**src/rtl/pic_init_sequencer_pkg.sv**
```systemverilog
// Shared types and constants for the 8259-style PIC init sequencer: bus-writer
// FSM states, init word steps, fixed ICW bits and the word encoder.
package pic_init_sequencer_pkg;

    localparam int unsigned WrLowDefault = 2;
    localparam int unsigned WrGapDefault = 2;

    // D4 marks a byte at a0=0 as ICW1; D0 of ICW4 selects 8086 mode.
    localparam logic [7:0] Icw1Fixed = 8'h10;
    localparam logic [7:0] Icw4Fixed = 8'h01;

    typedef enum logic [2:0] {
        WrIdle,
        WrSetup,
        WrStrobe,
        WrHold,
        WrGap
    } wr_state_e;

    typedef enum logic [2:0] {
        StepIcw1,
        StepIcw2,
        StepIcw3,
        StepIcw4,
        StepOcw1
    } step_e;

    typedef struct packed {
        logic       single;
        logic       level;
        logic       ic4;
        logic [4:0] vector;
        logic [7:0] cascade;
        logic       aeoi;
        logic [7:0] mask;
    } cfg_t;

    function automatic step_e next_step(step_e step, cfg_t cfg);
        step_e nxt;
        case (step)
            StepIcw1: nxt = StepIcw2;
            StepIcw2: nxt = cfg.single ? (cfg.ic4 ? StepIcw4 : StepOcw1) : StepIcw3;
            StepIcw3: nxt = cfg.ic4 ? StepIcw4 : StepOcw1;
            default:  nxt = StepOcw1;
        endcase
        return nxt;
    endfunction

    // Returns {a0, D7..D0} for one init step.
    function automatic logic [8:0] init_word(step_e step, cfg_t cfg);
        logic [8:0] word;
        case (step)
            StepIcw1: word = {1'b0, Icw1Fixed | {4'b0000, cfg.level, 1'b0, cfg.single, cfg.ic4}};
            StepIcw2: word = {1'b1, cfg.vector, 3'b000};
            StepIcw3: word = {1'b1, cfg.cascade};
            StepIcw4: word = {1'b1, Icw4Fixed | {6'b000000, cfg.aeoi, 1'b0}};
            default:  word = {1'b1, cfg.mask};
        endcase
        return word;
    endfunction

endpackage

```
**src/rtl/pic_init_sequencer_bus_writer.sv**
```systemverilog
// Single PIC bus write: SETUP, STROBE (WR_LOW cycles), HOLD, GAP (WR_GAP cycles).
// done_o marks the last GAP cycle, where start_i chains the next write with no idle.
module pic_bus_writer
    import pic_init_sequencer_pkg::*;
#(
    parameter int unsigned WR_LOW = WrLowDefault,
    parameter int unsigned WR_GAP = WrGapDefault
) (
    input  logic       clk,
    input  logic       rst,
    input  logic       start_i,
    input  logic       a0_i,
    input  logic [7:0] data_i,
    output logic       idle_o,
    output logic       done_o,
    output logic       wr_neg_o,
    output logic       a0_o,
    output logic [7:0] data_o,
    output logic       data_oe_o
);

    localparam logic [3:0] LowLast = 4'(WR_LOW - 1);
    localparam logic [3:0] GapLast = 4'(WR_GAP - 1);

    wr_state_e  state_q, state_d;
    logic [3:0] cnt_q, cnt_d;
    logic       a0_q, a0_d;
    logic [7:0] data_q, data_d;

    always_ff @(posedge clk) begin
        if (rst) begin
            state_q <= WrIdle;
            cnt_q   <= '0;
            a0_q    <= 1'b0;
            data_q  <= '0;
        end else begin
            state_q <= state_d;
            cnt_q   <= cnt_d;
            a0_q    <= a0_d;
            data_q  <= data_d;
        end
    end

    always_comb begin
        state_d = state_q;
        cnt_d   = cnt_q;
        a0_d    = a0_q;
        data_d  = data_q;
        done_o  = 1'b0;
        unique case (state_q)
            WrIdle: begin
                if (start_i) begin
                    state_d = WrSetup;
                    a0_d    = a0_i;
                    data_d  = data_i;
                end
            end
            WrSetup: begin
                state_d = WrStrobe;
                cnt_d   = '0;
            end
            WrStrobe: begin
                if (cnt_q == LowLast) begin
                    state_d = WrHold;
                end else begin
                    cnt_d = cnt_q + 4'd1;
                end
            end
            WrHold: begin
                state_d = WrGap;
                cnt_d   = '0;
            end
            WrGap: begin
                if (cnt_q == GapLast) begin
                    done_o = 1'b1;
                    if (start_i) begin
                        state_d = WrSetup;
                        a0_d    = a0_i;
                        data_d  = data_i;
                    end else begin
                        state_d = WrIdle;
                    end
                end else begin
                    cnt_d = cnt_q + 4'd1;
                end
            end
            default: state_d = WrIdle;
        endcase
    end

    always_comb begin
        idle_o    = (state_q == WrIdle);
        data_oe_o = (state_q == WrSetup) || (state_q == WrStrobe) || (state_q == WrHold);
        wr_neg_o  = (state_q != WrStrobe);
        a0_o      = data_oe_o ? a0_q : 1'b0;
        data_o    = data_oe_o ? data_q : 8'h00;
    end

endmodule

```
**src/rtl/pic_init_sequencer.sv**
```systemverilog
// Sequences the PIC init words (ICW1..ICW4, OCW1) through the bus writer and
// then accepts single runtime OCW writes.
module pic_init_sequencer
    import pic_init_sequencer_pkg::*;
#(
    parameter int unsigned WR_LOW = WrLowDefault,
    parameter int unsigned WR_GAP = WrGapDefault
) (
    input  logic       clk,
    input  logic       rst,
    input  logic       cfg_start,
    input  logic       cfg_single,
    input  logic       cfg_level,
    input  logic       cfg_ic4,
    input  logic [4:0] cfg_vector,
    input  logic [7:0] cfg_cascade,
    input  logic       cfg_aeoi,
    input  logic [7:0] cfg_mask,
    input  logic       cmd_valid,
    input  logic       cmd_a0,
    input  logic [7:0] cmd_data,
    output logic       cmd_ready,
    output logic       busy,
    output logic       init_done,
    output logic       wr_neg,
    output logic       rd_neg,
    output logic       a0,
    output logic [0:7] data_out,
    output logic       data_oe
);

    cfg_t       cfg_q, cfg_d, cfg_in;
    step_e      step_q, step_d, step_nxt;
    logic       in_seq_q, in_seq_d;
    logic       init_done_q, init_done_d;
    logic       wr_start, wr_idle, wr_done;
    logic [8:0] wr_word;
    logic [7:0] wr_data;

    assign cfg_in = {cfg_single, cfg_level, cfg_ic4, cfg_vector, cfg_cascade, cfg_aeoi, cfg_mask};
    assign step_nxt = next_step(step_q, cfg_q);

    always_ff @(posedge clk) begin
        if (rst) begin
            cfg_q       <= '0;
            step_q      <= StepIcw1;
            in_seq_q    <= 1'b0;
            init_done_q <= 1'b0;
        end else begin
            cfg_q       <= cfg_d;
            step_q      <= step_d;
            in_seq_q    <= in_seq_d;
            init_done_q <= init_done_d;
        end
    end

    always_comb begin
        cfg_d       = cfg_q;
        step_d      = step_q;
        in_seq_d    = in_seq_q;
        init_done_d = init_done_q;
        wr_start    = 1'b0;
        wr_word     = '0;
        if (wr_idle && cfg_start) begin
            // ICW1 comes straight from the inputs so it launches on the accept edge.
            cfg_d       = cfg_in;
            step_d      = StepIcw1;
            in_seq_d    = 1'b1;
            init_done_d = 1'b0;
            wr_start    = 1'b1;
            wr_word     = init_word(StepIcw1, cfg_in);
        end else if (cmd_ready && cmd_valid) begin
            wr_start = 1'b1;
            wr_word  = {cmd_a0, cmd_data};
        end else if (wr_done && in_seq_q) begin
            if (step_q == StepOcw1) begin
                in_seq_d    = 1'b0;
                init_done_d = 1'b1;
            end else begin
                step_d   = step_nxt;
                wr_start = 1'b1;
                wr_word  = init_word(step_nxt, cfg_q);
            end
        end
    end

    pic_bus_writer #(
        .WR_LOW (WR_LOW),
        .WR_GAP (WR_GAP)
    ) u_bus_writer (
        .clk       (clk),
        .rst       (rst),
        .start_i   (wr_start),
        .a0_i      (wr_word[8]),
        .data_i    (wr_word[7:0]),
        .idle_o    (wr_idle),
        .done_o    (wr_done),
        .wr_neg_o  (wr_neg),
        .a0_o      (a0),
        .data_o    (wr_data),
        .data_oe_o (data_oe)
    );

    // data_out is declared [0:7], so bit 0 carries D7.
    assign data_out  = wr_data;
    assign rd_neg    = 1'b1;
    assign busy      = !wr_idle;
    assign init_done = init_done_q;
    assign cmd_ready = wr_idle && init_done_q && !cfg_start;

endmodule

```
**config.mk**
```make
export PLATFORM = sky130hd
export DESIGN_NAME = pic_init_sequencer
export DESIGN_NICKNAME = d
export VERILOG_FILES = /design/src/rtl/pic_init_sequencer_pkg.sv /design/src/rtl/pic_init_sequencer_bus_writer.sv /design/src/rtl/pic_init_sequencer.sv
export SDC_FILE = /design/constraint.sdc
export NUM_CORES = 1
export LEC_CHECK = 0
export ABC_CLOCK_PERIOD_IN_PS = 3100
export BUFFER_PORTS_ARGS = -buffer_cell sky130_fd_sc_hd__buf_2
export CAP_MARGIN = 20
export CELL_PAD_IN_SITES_DETAIL_PLACEMENT = 2
export CELL_PAD_IN_SITES_GLOBAL_PLACEMENT = 2
export CORE_MARGIN = 2
export CORE_UTILIZATION = 33
export CTS_BUF_LIST = sky130_fd_sc_hd__clkbuf_4 sky130_fd_sc_hd__clkbuf_8 sky130_fd_sc_hd__clkbuf_16
export DETAILED_ROUTE_END_ITERATION = 10
export PLACE_DENSITY_LB_ADDON = 0.1
export SLEW_MARGIN = 20
export SYNTH_ARGS = -nofsm -noshare
export SYNTH_HDL_FRONTEND = slang
export SYNTH_SLANG_ARGS = --single-unit
```
**constraint.sdc**
```tcl
create_clock -name clk -period 3.1 [get_ports clk]
set_input_delay 0.465 -clock clk [delete_from_list [all_inputs] [get_ports clk]]
set_output_delay 0.465 -clock clk [all_outputs]
set_load 0.05 [all_outputs]
```
Word-level counts from Yosys, hierarchy flattened
Cells that the tools add are included.
W data, S select, Z words.
{"block": "totals", "ff_bits": 46, "inputBits": 38, "elab_cells": 92}
{"block": "op_classes", "add_sub_neg": 1, "eq_ne": 17, "muxes": 33, "bitwise_logic": 2, "n_reduce_logical": 25}
{"operator": "$mux W9", "n": 4}
{"operator": "$pmux W9 S4", "n": 1}
{"operator": "$mux W8", "n": 3}
{"operator": "$pmux W8 S2", "n": 1}
{"operator": "$eq A3 B2 Y1 const B", "n": 5}
{"operator": "$mux W3", "n": 5}
{"operator": "$pmux W3 S5", "n": 1}
{"operator": "$mux W1", "n": 14}
{"operator": "$reduce_and A3 Y1", "n": 4}
{"operator": "$eq A3 B1 Y1 const B", "n": 3}
{"operator": "$logic_not A3 Y1", "n": 3}
{"operator": "$pmux W3 S3", "n": 1}
{"operator": "$pmux W4 S2", "n": 1}
{"operator": "$reduce_bool A2 Y1", "n": 4}
{"operator": "$eq A3 B3 Y1 const B", "n": 2}
{"operator": "$ne A2 B1 Y1 const B", "n": 3}
{"operator": "$reduce_or A2 Y1", "n": 3}
{"operator": "$logic_and A1 B1 Y1", "n": 5}
{"operator": "$add A4 B1 Y4 const B", "n": 1}
{"operator": "$eq A4 B1 Y1 const B", "n": 1}
{"operator": "$mux W4", "n": 1}
{"operator": "$ne A2 B2 Y1 const B", "n": 2}
{"operator": "$reduce_and A2 Y1", "n": 2}
{"operator": "$ne A3 B2 Y1 const B", "n": 1}
{"operator": "4 further kinds", "n": 7}

Longest topological paths before layout
Gate-level depths: netlist of the first run.
{"block": "logic_depth", "word_depth": 12, "ltp_mapped": 7, "mapped_depth_nobuf": 6}

Cells and area by module
Synthesis of the first run repeated with hierarchy kept, for this count alone.
{"block": "unflattened", "hier_cells": 315, "hier_area_um2": 2451.1}
{"module": "pic_init_sequencer", "instances": 1, "cells_per_inst": 210, "area_per_inst_um2": 1542.7, "seq_area_each_um2": 580.6}
{"module": "pic_bus_writer", "instances": 1, "cells_per_inst": 105, "area_per_inst_um2": 908.4, "seq_area_each_um2": 320.3}

Worst setup path after synthesis of the first run
No wires, ideal clock.
{"block": "synth_timing", "kind": "reg-to-output", "startpoint": "register u_bus_writer.state_q[2]", "endpoint": "output port cmd_ready", "arrival_time_ps": 2297, "required_time_ps": 2635, "slack_ps": 338, "path_stages_with_launch": 5, "n_path_buf": 1, "path_cell_list": "dfxtp_1 clkbuf_2 nor3_4 inv_1 nor3b_1"}
{"block": "synth_via", "elab_chain_len": 3}
{"item": "from (decl)", "line_no": "pic_init_sequencer_bus_writer.sv:25", "rtl": "wr_state_e state_q, state_d;"}
{"item": "from (signal assigned)", "line_no": "pic_init_sequencer_bus_writer.sv:32", "rtl": "state_q <= WrIdle;"}
{"item": "from (signal assigned)", "line_no": "pic_init_sequencer_bus_writer.sv:37", "rtl": "state_q <= state_d;"}
{"item": "$logic_not A3 Y1", "line_no": "pic_init_sequencer_bus_writer.sv:92", "rtl": "idle_o = (state_q == WrIdle);"}
{"item": "$logic_and A1 B1 Y1 (2 in a row)", "line_no": "pic_init_sequencer.sv:109", "rtl": "assign cmd_ready = wr_idle && init_done_q && !cfg_start;"}
{"item": "to (decl)", "line_no": "pic_init_sequencer.sv:22", "rtl": "output logic cmd_ready,"}
Every way passes these cells.

Worst setup path in the final report of the first run
{"block": "layout_timing", "startpoint": "register u_bus_writer.state_q[1]", "endpoint": "output port data_out[5] (netlist name)"}
{"block": "layout_via", "elab_chain_len": 4}
{"item": "$eq A3 B1 Y1 / $eq A3 B2 Y1 (equally long branches)", "line_no": "pic_init_sequencer_bus_writer.sv:93", "rtl": "data_oe_o = (state_q == WrSetup) || (state_q == WrStrobe) || (state_q == WrHold);"}
{"item": "$logic_or A1 B1 Y1", "line_no": "pic_init_sequencer_bus_writer.sv:93"}
{"item": "$logic_or A1 B1 Y1 (*)", "line_no": "pic_init_sequencer_bus_writer.sv:93"}
{"item": "$mux W8 (*)", "line_no": "pic_init_sequencer_bus_writer.sv:96", "rtl": "data_o = data_oe_o ? data_q : 8'h00;"}
{"item": "to (decl)", "line_no": "pic_init_sequencer.sv:28", "rtl": "output logic [0:7] data_out,"}
Mark *: on every way between the ends. The rest lies on a longest branch, timed or not.

==> results_dict.tcl, run 1 <==
set metrics [dict create \
    setup_viol 0 \
    hold_viol_final 0 \
    critPathKind "flip-flop to output port" \
    layout_min_cycle_time_ns 2.494 \
    min_from "cmd_data[5]" \
    post-place-cells 390 \
    dieWidth_um 86.45 \
    dieArea_mm2 0.007474 \
    port_buffers 51 \
    post_cts_buffers 0 \
    final_cell_mix "57 x nand2_1, 51 x buf_2, 45 x dfxtp_1" \
    syn-num-nets 313 \
    drtIter0Drc 102 \
    grt_pass1_vias 2179 \
    vdd_drop_max_mv 0.1806 \
    start_util_pct 33.58 \
    fin_area_mm2 0.002634 \
    hp-class "primary input to flip-flop" \
    num_antenna_cells 0 \
    power_switching_share_pct 31.23 \
    reg2reg_depth 5 \
    cts_tree "yes" \
    grt-ovfl-total 0 \
    synth_edf_count 0 \
    cts_htree_levels 2 \
    p_clk_share_pct 29.6 \
    vias_per_cell 5.354 \
    cap_violations 0 \
    worstMarginPinSlew_ns 0.7333 \
    cp.arrival_ns 2.03 \
    relSlewSlack_pct 50.90 \
    r2r_slack_ns 0.88 \
    power.leakage_nw 1.084 \
    grt_max_degree 40 \
    power_frac_comb_pct 19.6 \
    pre_cts_ws_ns 0.8402 \
    end_kind "output port" \
    synth-main-ff-cell "dfxtp_1" \
    fin_skew_ns 0.005960 \
    rsz0062_at_grt "false" \
    synthCells 273 \
    firstDrtPassIters 4 \
    syn_area_per_cell_um2 8.218 \
    whs_endpoint "u_bus_writer.data_q[5]" \
    syn_area_mm2 0.002243 \
    clk_pin_slew_ns 0.09 \
    cts_inserted_buffers 5 \
    synth_cell_types 54 \
    grt.total_usage_pct 19.19 \
    core_area_mm2 0.006681 \
    post-route-period-util_pct 80.46 \
    via_count 2131 \
    clk_latency_ns 0.30 \
    gp_congestion 0.7850 \
    fin_setup_tns_ns 0 \
    max_freq_ghz 0.4009 \
    ys_seq_area_share_pct 40.16 \
    finish.utilization_pct 39.42 \
    final_net_count 357 \
    fp.dieH_um 86.45 \
    ys_seq_elements 45 \
    crit_required_ns 2.63 \
    syn2layout_area_growth_pct 17.40 \
    finalPower_mw 1.281 \
    hold_buffers 0 \
    rr_startpoint "u_bus_writer.cnt_q[0]" \
    fill_cells 814 \
    intPower_uw 881.2 \
    rows 30 \
    dp_hpwl_um 5004 \
    maxSlewViolCount 0 \
    fin_cells 398 \
    drt-wirelength-per-cell_um 17.07 \
    crit_start "u_bus_writer.state_q[1]" \
    clock_path_buffers 2 \
    fin_ws_ns 0.6057 \
    antenna_found_initial 0 \
    grt_pass1_wl_um 11270 \
    power_frac_seq_pct 50.8 \
    drt_wl_total_um 6792 \
    async_reset_ff_share_pct 0 \
    drtAntennaViolNets 0 \
    cts-resized-gates 0 \
    timing.hold.ws_ns 0.3835 \
    final_common_cell "nand2_1" \
    worst_setup_path_start_kind "flip-flop" \
    status "complete, no violations" \
    io_pins 53 \
    crit_fanout 13 \
    power_switching_uw 400.2 \
    power_density_mw_per_mm2 486.5 \
    drc 0 \
    placed_area_mm2 0.002542 \
    ys_warn_count 0 \
    drive_gt1_share_pct 23.90 \
    cts.sinks 45 \
    root_buffer "clkbuf_8" \
    reg2reg_to "u_bus_writer.data_q[3]" \
    min_path_cells 3 \
]
-- critical path, cell delays in order (launching register included) --
cell     delay [ns]
dfxtp_1        0.66
nor2_1         0.15
nor2_1         0.45
and2_1         0.21
buf_2          0.26
-- synthesized netlist by cell type, drive strengths merged, types with 2 or more instances --
cell type | instances | area share, %
a211oi | 2 | 0.89
nor3b | 3 | 1.2
nor3 | 5 | 1.6
nand2 | 57 | 9.5
inv | 6 | 1.0
a21oi | 36 | 8.0
xor2 | 3 | 1.2
ha | 2 | 1.1
xnor2 | 2 | 0.78
a31oi | 2 | 0.56
dfxtp | 45 | 40
nand4 | 2 | 0.56
nor2 | 10 | 1.7
or4b | 2 | 0.89
and2 | 10 | 2.8
buf | 11 | 3.1
mux2i | 4 | 1.8
o21ai | 12 | 2.7
a22o | 5 | 2.0
a32oi | 7 | 3.6
nand3 | 7 | 1.6
and3 | 3 | 0.84
clkbuf | 8 | 1.4
o21a | 4 | 1.3
nor4b | 2 | 1.1
or3 | 2 | 0.56
nor2b | 2 | 0.56
-- state kept, by name, indices dropped and copies added, names as in the netlist --
| register | cells |
|---|---|
| step_q | 3 |
| u_bus_writer.state_q | 3 |
| in_seq_q | 1 |
| u_bus_writer.cnt_q | 4 |
| init_done | 1 |
| u_bus_writer.a0_q | 1 |
| cfg_q | 24 |
| u_bus_writer.data_q | 8 |
-- metal layers --
layer	up-vias	routed length [µm]	global-route usage, %
met4	0	41	4.261
met5	-	0	0
met1	1021	3320	26.40
li1	1053	-	-
met2	52	3162	31.68
met3	5	267	3.143
-- logic make-up (layout without fill, tap and decap cells) --
logic type / count (synthesis) / in the layout / share of synthesized area (%)
other: 1 / 1 / 0.1672
and+or+nand+nor: 109 / 109 / 24.60
xor gates and xnor gates: 5 / 5 / 1.952
adders and majority gates: 2 / 2 / 1.115
DFF: 45 / 45 / 40.16
buffers and inverters: 25 / 70 / 5.465
AOI/OAI and AO/OA: 81 / 81 / 24.26
muxes: 5 / 5 / 2.287
-- final cells by class --
type                            instances  area (µm²)  share of cell area (%)
Clock inverter                          1       7.507                  0.2850
Clock buffer                            7       83.83                   3.183
Sequential cell                        45       900.9                   34.20
Timing Repair Buffer                   56       292.8                   11.12
Tap cell                               80       100.1                   3.800
Inverter                                6       22.52                  0.8551
Multi-Input combinational cell        203        1226                   46.56
-- worst max path at each step --
stage                  endpoint  slack, ns  cells after the start
floorplan             cmd_ready       0.34                      4
global placement    data_out[4]       0.87                      4
detailed placement  data_out[5]       0.84                      4
CTS                 data_out[5]       0.50                      4
global route        data_out[5]       0.37                      4
finish              data_out[5]       0.61                      4
-- power groups by stage --
stage	Clock (mW)	Sequential [mW]	Combinational, mW
finish	0.380	0.651	0.251
global route	0.424	0.658	0.282
CTS	0.396	0.652	0.257
detailed placement	0	0.666	0.256
global placement	0	0.664	0.251
floorplan	0	0.646	0.186
No activity file was read; power rests on OpenSTA's default activity.
==> run 2, diff against run 1 <==
- ABC_CLOCK_PERIOD_IN_PS: 3100 -> 2300
- CORE_UTILIZATION: 33 -> 30
- clock period: 3.1 -> 2.3 ns (I/O delays scaled with it)
==> run 2 against run 1 <==
Net effect: clock power rose by 36%; global-route usage is 1.5 points lower; clock skew increased by 0.0046 ns; cell count up 7.0%; routed wire length rose by 5.0%; sequential power up 35%; critical path depth is the same; final area up 3.8%; setup slack got worse by 0.38 ns; combinational power rose by 43%; critical path type unchanged; largest cell class unchanged; largest power group unchanged.
==> results_dict.tcl, run 2 (synthesis results as in run 1) <==
set metrics [dict create \
    largest_register "cfg_q" \
    final_common_cell "nand2_1" \
    syn2layout_area_growth_pct 21.92 \
    core_area_mm2 0.007253 \
    crit_fanout 13 \
    firstDrtPassIters 4 \
    crit_required_ns 1.96 \
    reg2reg_to "u_bus_writer.cnt_q[1]" \
    rsz0062_at_grt "false" \
    grt_pass1_vias 2235 \
    layout_min_cycle_time_ns 2.077 \
    drt-wirelength-per-cell_um 16.74 \
    power.leakage_nw 1.119 \
    relSlewSlack_pct 60.51 \
    fin_setup_tns_ns 0 \
    min_from "cmd_data[5]" \
    worstPathCellList "nor2_1 -> nor2_2 -> and2_1 -> buf_2" \
    clk_pin_slew_ns 0.10 \
    dieArea_mm2 0.008186 \
    grt-ovfl-total 0 \
    drt_wl_total_um 7131 \
    start_util_pct 30.93 \
    via_count 2159 \
    maxSlewViolCount 0 \
    crit_start "u_bus_writer.state_q[1]" \
    whs_endpoint "u_bus_writer.data_q[5]" \
    fill_cells 881 \
    placed_area_mm2 0.002634 \
    dp_hpwl_um 5376 \
    cts_inserted_buffers 5 \
    num_antenna_cells 0 \
    cts_htree_levels 2 \
    final_net_count 366 \
    cpMaxStageDelayCell "dfxtp_2" \
    end_kind "output port" \
    port_buffers 51 \
    hold_viol_final 0 \
    antenna_found_initial 0 \
    drtAntennaViolNets 0 \
    final_cell_mix "57 x nand2_1, 51 x buf_2, 43 x dfxtp_1" \
    status "complete, no violations" \
    drtIter0Drc 75 \
    io_pins 53 \
    finalPower_mw 1.757 \
    fin_skew_ns 0.01061 \
    clock_path_buffers 2 \
    grt_pass1_wl_um 11610 \
    dieWidth_um 90.48 \
    slowest_delay_ns 0.51 \
    worst_setup_path_start_kind "flip-flop" \
    grt_max_degree 40 \
    root_buffer "clkbuf_8" \
    drive_gt1_share_pct 27.22 \
    power_density_mw_per_mm2 642.4 \
    vias_per_cell 5.068 \
    setup_viol 0 \
    drc 0 \
    fin_area_mm2 0.002735 \
    cts_tree "yes" \
    fp.dieH_um 90.48 \
    rr_startpoint "u_bus_writer.cnt_q[1]" \
    cap_violations 0 \
    clk_latency_ns 0.31 \
    finish.utilization_pct 37.71 \
    post-route-period-util_pct 90.29 \
    critPathKind "flip-flop to output port" \
    gp_congestion 0.7519 \
    grt.total_usage_pct 17.73 \
    vdd_drop_max_mv 0.2174 \
    r2r_slack_ns 0.31 \
    cts.sinks 45 \
    hp-class "primary input to flip-flop" \
    largestRegisters "cfg_q x24, u_bus_writer.data_q x8, u_bus_writer.cnt_q x4" \
    largest_reg_flops 24 \
    reg2reg_depth 7 \
    hold_buffers 0 \
    min_path_cells 3 \
    rows 31 \
    max_freq_ghz 0.4815 \
    worstMarginPinSlew_ns 0.5915 \
    cp.arrival_ns 1.73 \
]
-- run 2: final cells by class --
class | count | area [µm²] | area share [%]
well taps | 99 | 123.9 | 4.529
clock inverters | 3 | 22.52 | 0.8234
flip-flops and latches | 45 | 903.4 | 33.03
multi-input cells | 203 | 1234 | 45.11
clock buffers | 5 | 68.82 | 2.516
inverters | 6 | 22.52 | 0.8234
repair buffers | 65 | 360.3 | 13.17
-- run 2: worst max path at each step --
| stage | end | slack [ns] |
|---|---|---|
| 6_report | data_out[1] | 0.22 |
| 5_1_grt | data_out[2] | 0.11 |
| 4_1_cts | data_out[2] | 0.04 |
| 3_5_place_dp | u_bus_writer.cnt_q[1] | 0.33 |
| 3_3_place_gp | data_out[0] | 0.37 |
| 2_1_floorplan | cmd_ready | 0.15 |
-- run 2: what timing repair did --
item                       in CTS  in global routing
pin swaps                       1                  0
setup endpoints to repair       3                  9
buffers inserted                1                  0
resized for setup               1                  1
-- run 2: worst max-delay path: cells and delay by family (launching register included) --
family | cells | cell delay (ns)
simple gates | 3 | 0.64
buf+inv | 1 | 0.26
flops | 1 | 0.51
-- run 2: layer usage --
metal	vias to the layer above	track usage (%)	part of all wire [%]
met2	35	31.34	50
met5	-	0	0
li1	1070	-	-
met3	5	3.005	2.7
met1	1049	22.72	47
met4	0	3.462	0.77
-- run 2: per-stage QoR --
stage               setup WS, ns  instances  hold slack, ns
global placement          0.3717        417          0.4430
CTS                      0.03713        426          0.2476
floorplan                 0.1487        273          0.4268
detailed placement        0.3263        417          0.4508
global route              0.1089        426          0.2488
finish                    0.2234        426          0.2438
-- run 2: report_power, final --
group,switching [mW],internal [mW]
registers,0.0482,0.830
clock network,0.305,0.214
logic,0.229,0.132
==> run 3, diff against run 2 <==
- CORE_UTILIZATION: 30 -> 31
- SYNTH_HIERARCHICAL: default -> 1
==> run 3 against run 2 <==
Net effect: utilization increased by 2.6 points; power grew 18%; synthesized cell count grew 15%; clock skew shrank 0.0014 ns; die area is 5.5% higher; combinational power is 78% higher; routed wire length is 7.9% higher; cell count rose by 13%.
==> results_dict.tcl, run 3 <==
set metrics [dict create \
    synth_edf_count 0 \
    crit_fanout 4 \
    cts_htree_levels 2 \
    cts_tree "yes" \
    syn2layout_area_growth_pct 26.49 \
    gp_congestion 0.7599 \
    power.leakage_nw 1.253 \
    synth_most_common_cell "nand2_1" \
    end_kind "flip-flop" \
    yosysTopAreaCell "dfxtp_1" \
    num_antenna_cells 0 \
    fp.dieH_um 92.92 \
    grt.total_usage_pct 18.39 \
    final_common_cell "nand2_1" \
    cap_violations 0 \
    post-place-cells 465 \
    cpMaxStageDelayCell "a2111oi_4" \
    rows 32 \
    ys_warn_count 6 \
    crit_required_ns 2.54 \
    ys_seq_area_share_pct 36.75 \
    rsz0062_at_grt "true" \
    clk_pin_slew_ns 0.09 \
    worstPathCellList "inv_2 -> ha_4 -> or3b_4 -> nor2_4 -> nand2_2 -> nor2_2 -> or3_1 -> inv_2 -> a2111oi_4 -> clkbuf_16 -> mux2i_1" \
    drc 0 \
    hold_viol_final 0 \
    finish.utilization_pct 40.33 \
    status "complete, no violations" \
    min_from "cfg_cascade[5]" \
    r2r_slack_ns 0.02 \
    cts.sinks 45 \
    synth_cell_types 60 \
    slowest_delay_ns 0.43 \
    async_reset_ff_share_pct 0 \
    clk_latency_ns 0.30 \
    port_buffers 51 \
    relSlewSlack_pct 63.42 \
    ys_seq_elements 45 \
    clock_path_buffers 2 \
    final_cell_mix "78 x nand2_1, 51 x buf_2, 43 x dfxtp_1" \
    grt_max_degree 33 \
    fin_cells 480 \
    drtAntennaViolNets 0 \
    io_pins 53 \
    start_util_pct 31.88 \
    reg2reg_to "u_bus_writer/data_q[4]" \
    rr_startpoint "u_bus_writer/cnt_q[1]" \
    vias_per_cell 5.050 \
    fin_skew_ns 0.009208 \
    critPathKind "flip-flop to flip-flop" \
    grt_pass1_vias 2511 \
    cp.arrival_ns 2.51 \
    reg2reg_depth 11 \
    cts_inserted_buffers 5 \
    path_delay_family "simple AND/OR/NAND/NOR gates" \
    dieArea_mm2 0.008634 \
    via_count 2424 \
    crit_buf_inv 3 \
    largestRegisters "cfg_q x24, u_bus_writer/data_q x8, u_bus_writer/cnt_q x4" \
    core_area_mm2 0.007687 \
    largest_reg_flops 24 \
    worstMarginPinSlew_ns 0.5476 \
    syn-num-nets 355 \
    synthCells 315 \
    drt_wl_total_um 7693 \
    power_density_mw_per_mm2 665.9 \
    maxSlewViolCount 0 \
    yosys-top-cells-count "79 x nand2_1, 45 x dfxtp_1, 30 x a21oi_1, 18 x clkbuf_1" \
    max_freq_ghz 0.4391 \
    yosys-top-cells-area "dfxtp_1 37%, nand2_1 12%, a21oi_1 6.1%, mux2i_1 4.9%, clkbuf_1 2.8%" \
    hp-class "primary input to flip-flop" \
    min_path_cells 3 \
    grt-ovfl-total 0 \
    drt-wirelength-per-cell_um 16.03 \
    grt_pass1_wl_um 12580 \
    post-route-period-util_pct 99.02 \
    drtIter0Drc 64 \
    dieWidth_um 92.92 \
    yosysTopAreaCellShare_pct 36.75 \
    whs_endpoint "cfg_q[14]" \
    synth-main-ff-cell "dfxtp_1" \
    root_buffer "clkbuf_8" \
    final_net_count 418 \
    worst_setup_path_start_kind "flip-flop" \
    antenna_found_initial 0 \
    setup_viol 0 \
    crit_top_cell "inv_2" \
    drive_gt1_share_pct 28.57 \
    syn_area_per_cell_um2 7.781 \
    dp_hpwl_um 5595 \
    vdd_drop_max_mv 0.2349 \
    layout_min_cycle_time_ns 2.278 \
    syn_area_mm2 0.002451 \
    firstDrtPassIters 4 \
    hold_buffers 0 \
    largest_register "cfg_q" \
]
[run 3: cell count changes after synthesis, sizes merged, moves of 3 or more]
cell,previous run,this run
o211ai,0,3
a22o,5,0
o21ai,12,17
nand2,57,79
inv,6,12
a32oi,7,0
nand2b,1,4
clkbuf,8,18
nand3b,0,4
mux2i,4,12
buf,11,5
a21oi,36,30
[run 3: worst max-delay path by stage]
stage	start	endpoint	slack, ns	cells after the start
6_report	u_bus_writer/cnt_q[1]	u_bus_writer/data_q[4]	0.02	11
5_1_grt	u_bus_writer/cnt_q[1]	u_bus_writer/data_q[1]	-0.13	12
4_1_cts	u_bus_writer/cnt_q[1]	u_bus_writer/data_q[1]	0.02	11
3_5_place_dp	u_bus_writer/cnt_q[1]	u_bus_writer/data_q[1]	0.03	12
3_3_place_gp	u_bus_writer/cnt_q[1]	u_bus_writer/data_q[6]	0.13	11
2_1_floorplan	u_bus_writer/state_q[0]	cmd_ready	0.04	4
[run 3: kinds of logic after synthesis]
group                    count (synthesis)  synth area share, %
AND/OR/NAND/NOR                        140                28.69
XOR/XNOR                                 2               0.7148
flip-flops                              45                36.75
adder cells (fa/ha/maj)                  2                1.021
other                                    1               0.1530
multiplexers                            12                4.901
buffers and inverters                   35                6.278
AO/OA/AOI/OAI                           78                21.49
[run 3: what timing repair did]
action	in CTS	in global routing
buffers inserted	1	6
endpoints found under the setup margin	10	10
pin swaps	2	7
gates resized for setup	5	9
gates cloned	1	0
[run 3: per-stage QoR]
step           hold WS (ns)  total power, mW  instance area (µm²)  TNS, ns  setup slack, ns
2_1_floorplan        0.4174            1.304                 2456        0          0.04491
3_3_place_gp         0.4417            1.490                 2893        0           0.1255
3_5_place_dp         0.4496            1.509                 2893        0          0.03037
4_1_cts              0.2740            2.088                 3037        0          0.01760
5_1_grt              0.2755            2.186                 3100  -0.8712          -0.1320
6_report             0.2758            2.065                 3100        0          0.02247
[run 3: final cells by class]
| cell class | count | area, µm² |
|---|---|---|
| fillers | 923 | 4587 |
| multi-input cells | 235 | 1435 |
| flip-flops and latches | 45 | 903.4 |
| repair buffers | 79 | 499.2 |
| well taps | 102 | 127.6 |
| clock buffers | 7 | 90.09 |
| inverters | 12 | 45.04 |
[run 3: power by group]
group          switching, mW  leakage [nW]  internal (mW)  total, mW
Sequential            0.0450         0.368          0.845      0.890
Combinational          0.381         0.837          0.260      0.641
Clock                  0.282        0.0477          0.251      0.533
Total                  0.708          1.25           1.36       2.06
[run 3: worst reg2reg max path, cell delays in order (launching register included)]
cell and delay (ns):
dfxtp_2 0.33, inv_2 0.06, ha_4 0.12, or3b_4 0.39, nor2_4 0.13, nand2_2 0.07
nor2_2 0.08, or3_1 0.12, inv_2 0.06, a2111oi_4 0.43, clkbuf_16 0.24, mux2i_1 0.16
[run 3: layer usage]
| layer | up-vias | track usage [%] | routed length (µm) |
|---|---|---|---|
| met5 | - | 0 | 0 |
| met4 | 0 | 3.799 | 59 |
| met3 | 5 | 3.011 | 174 |
| met2 | 35 | 33.51 | 3981 |
| met1 | 1181 | 22.70 | 3477 |
| li1 | 1203 | - | - |
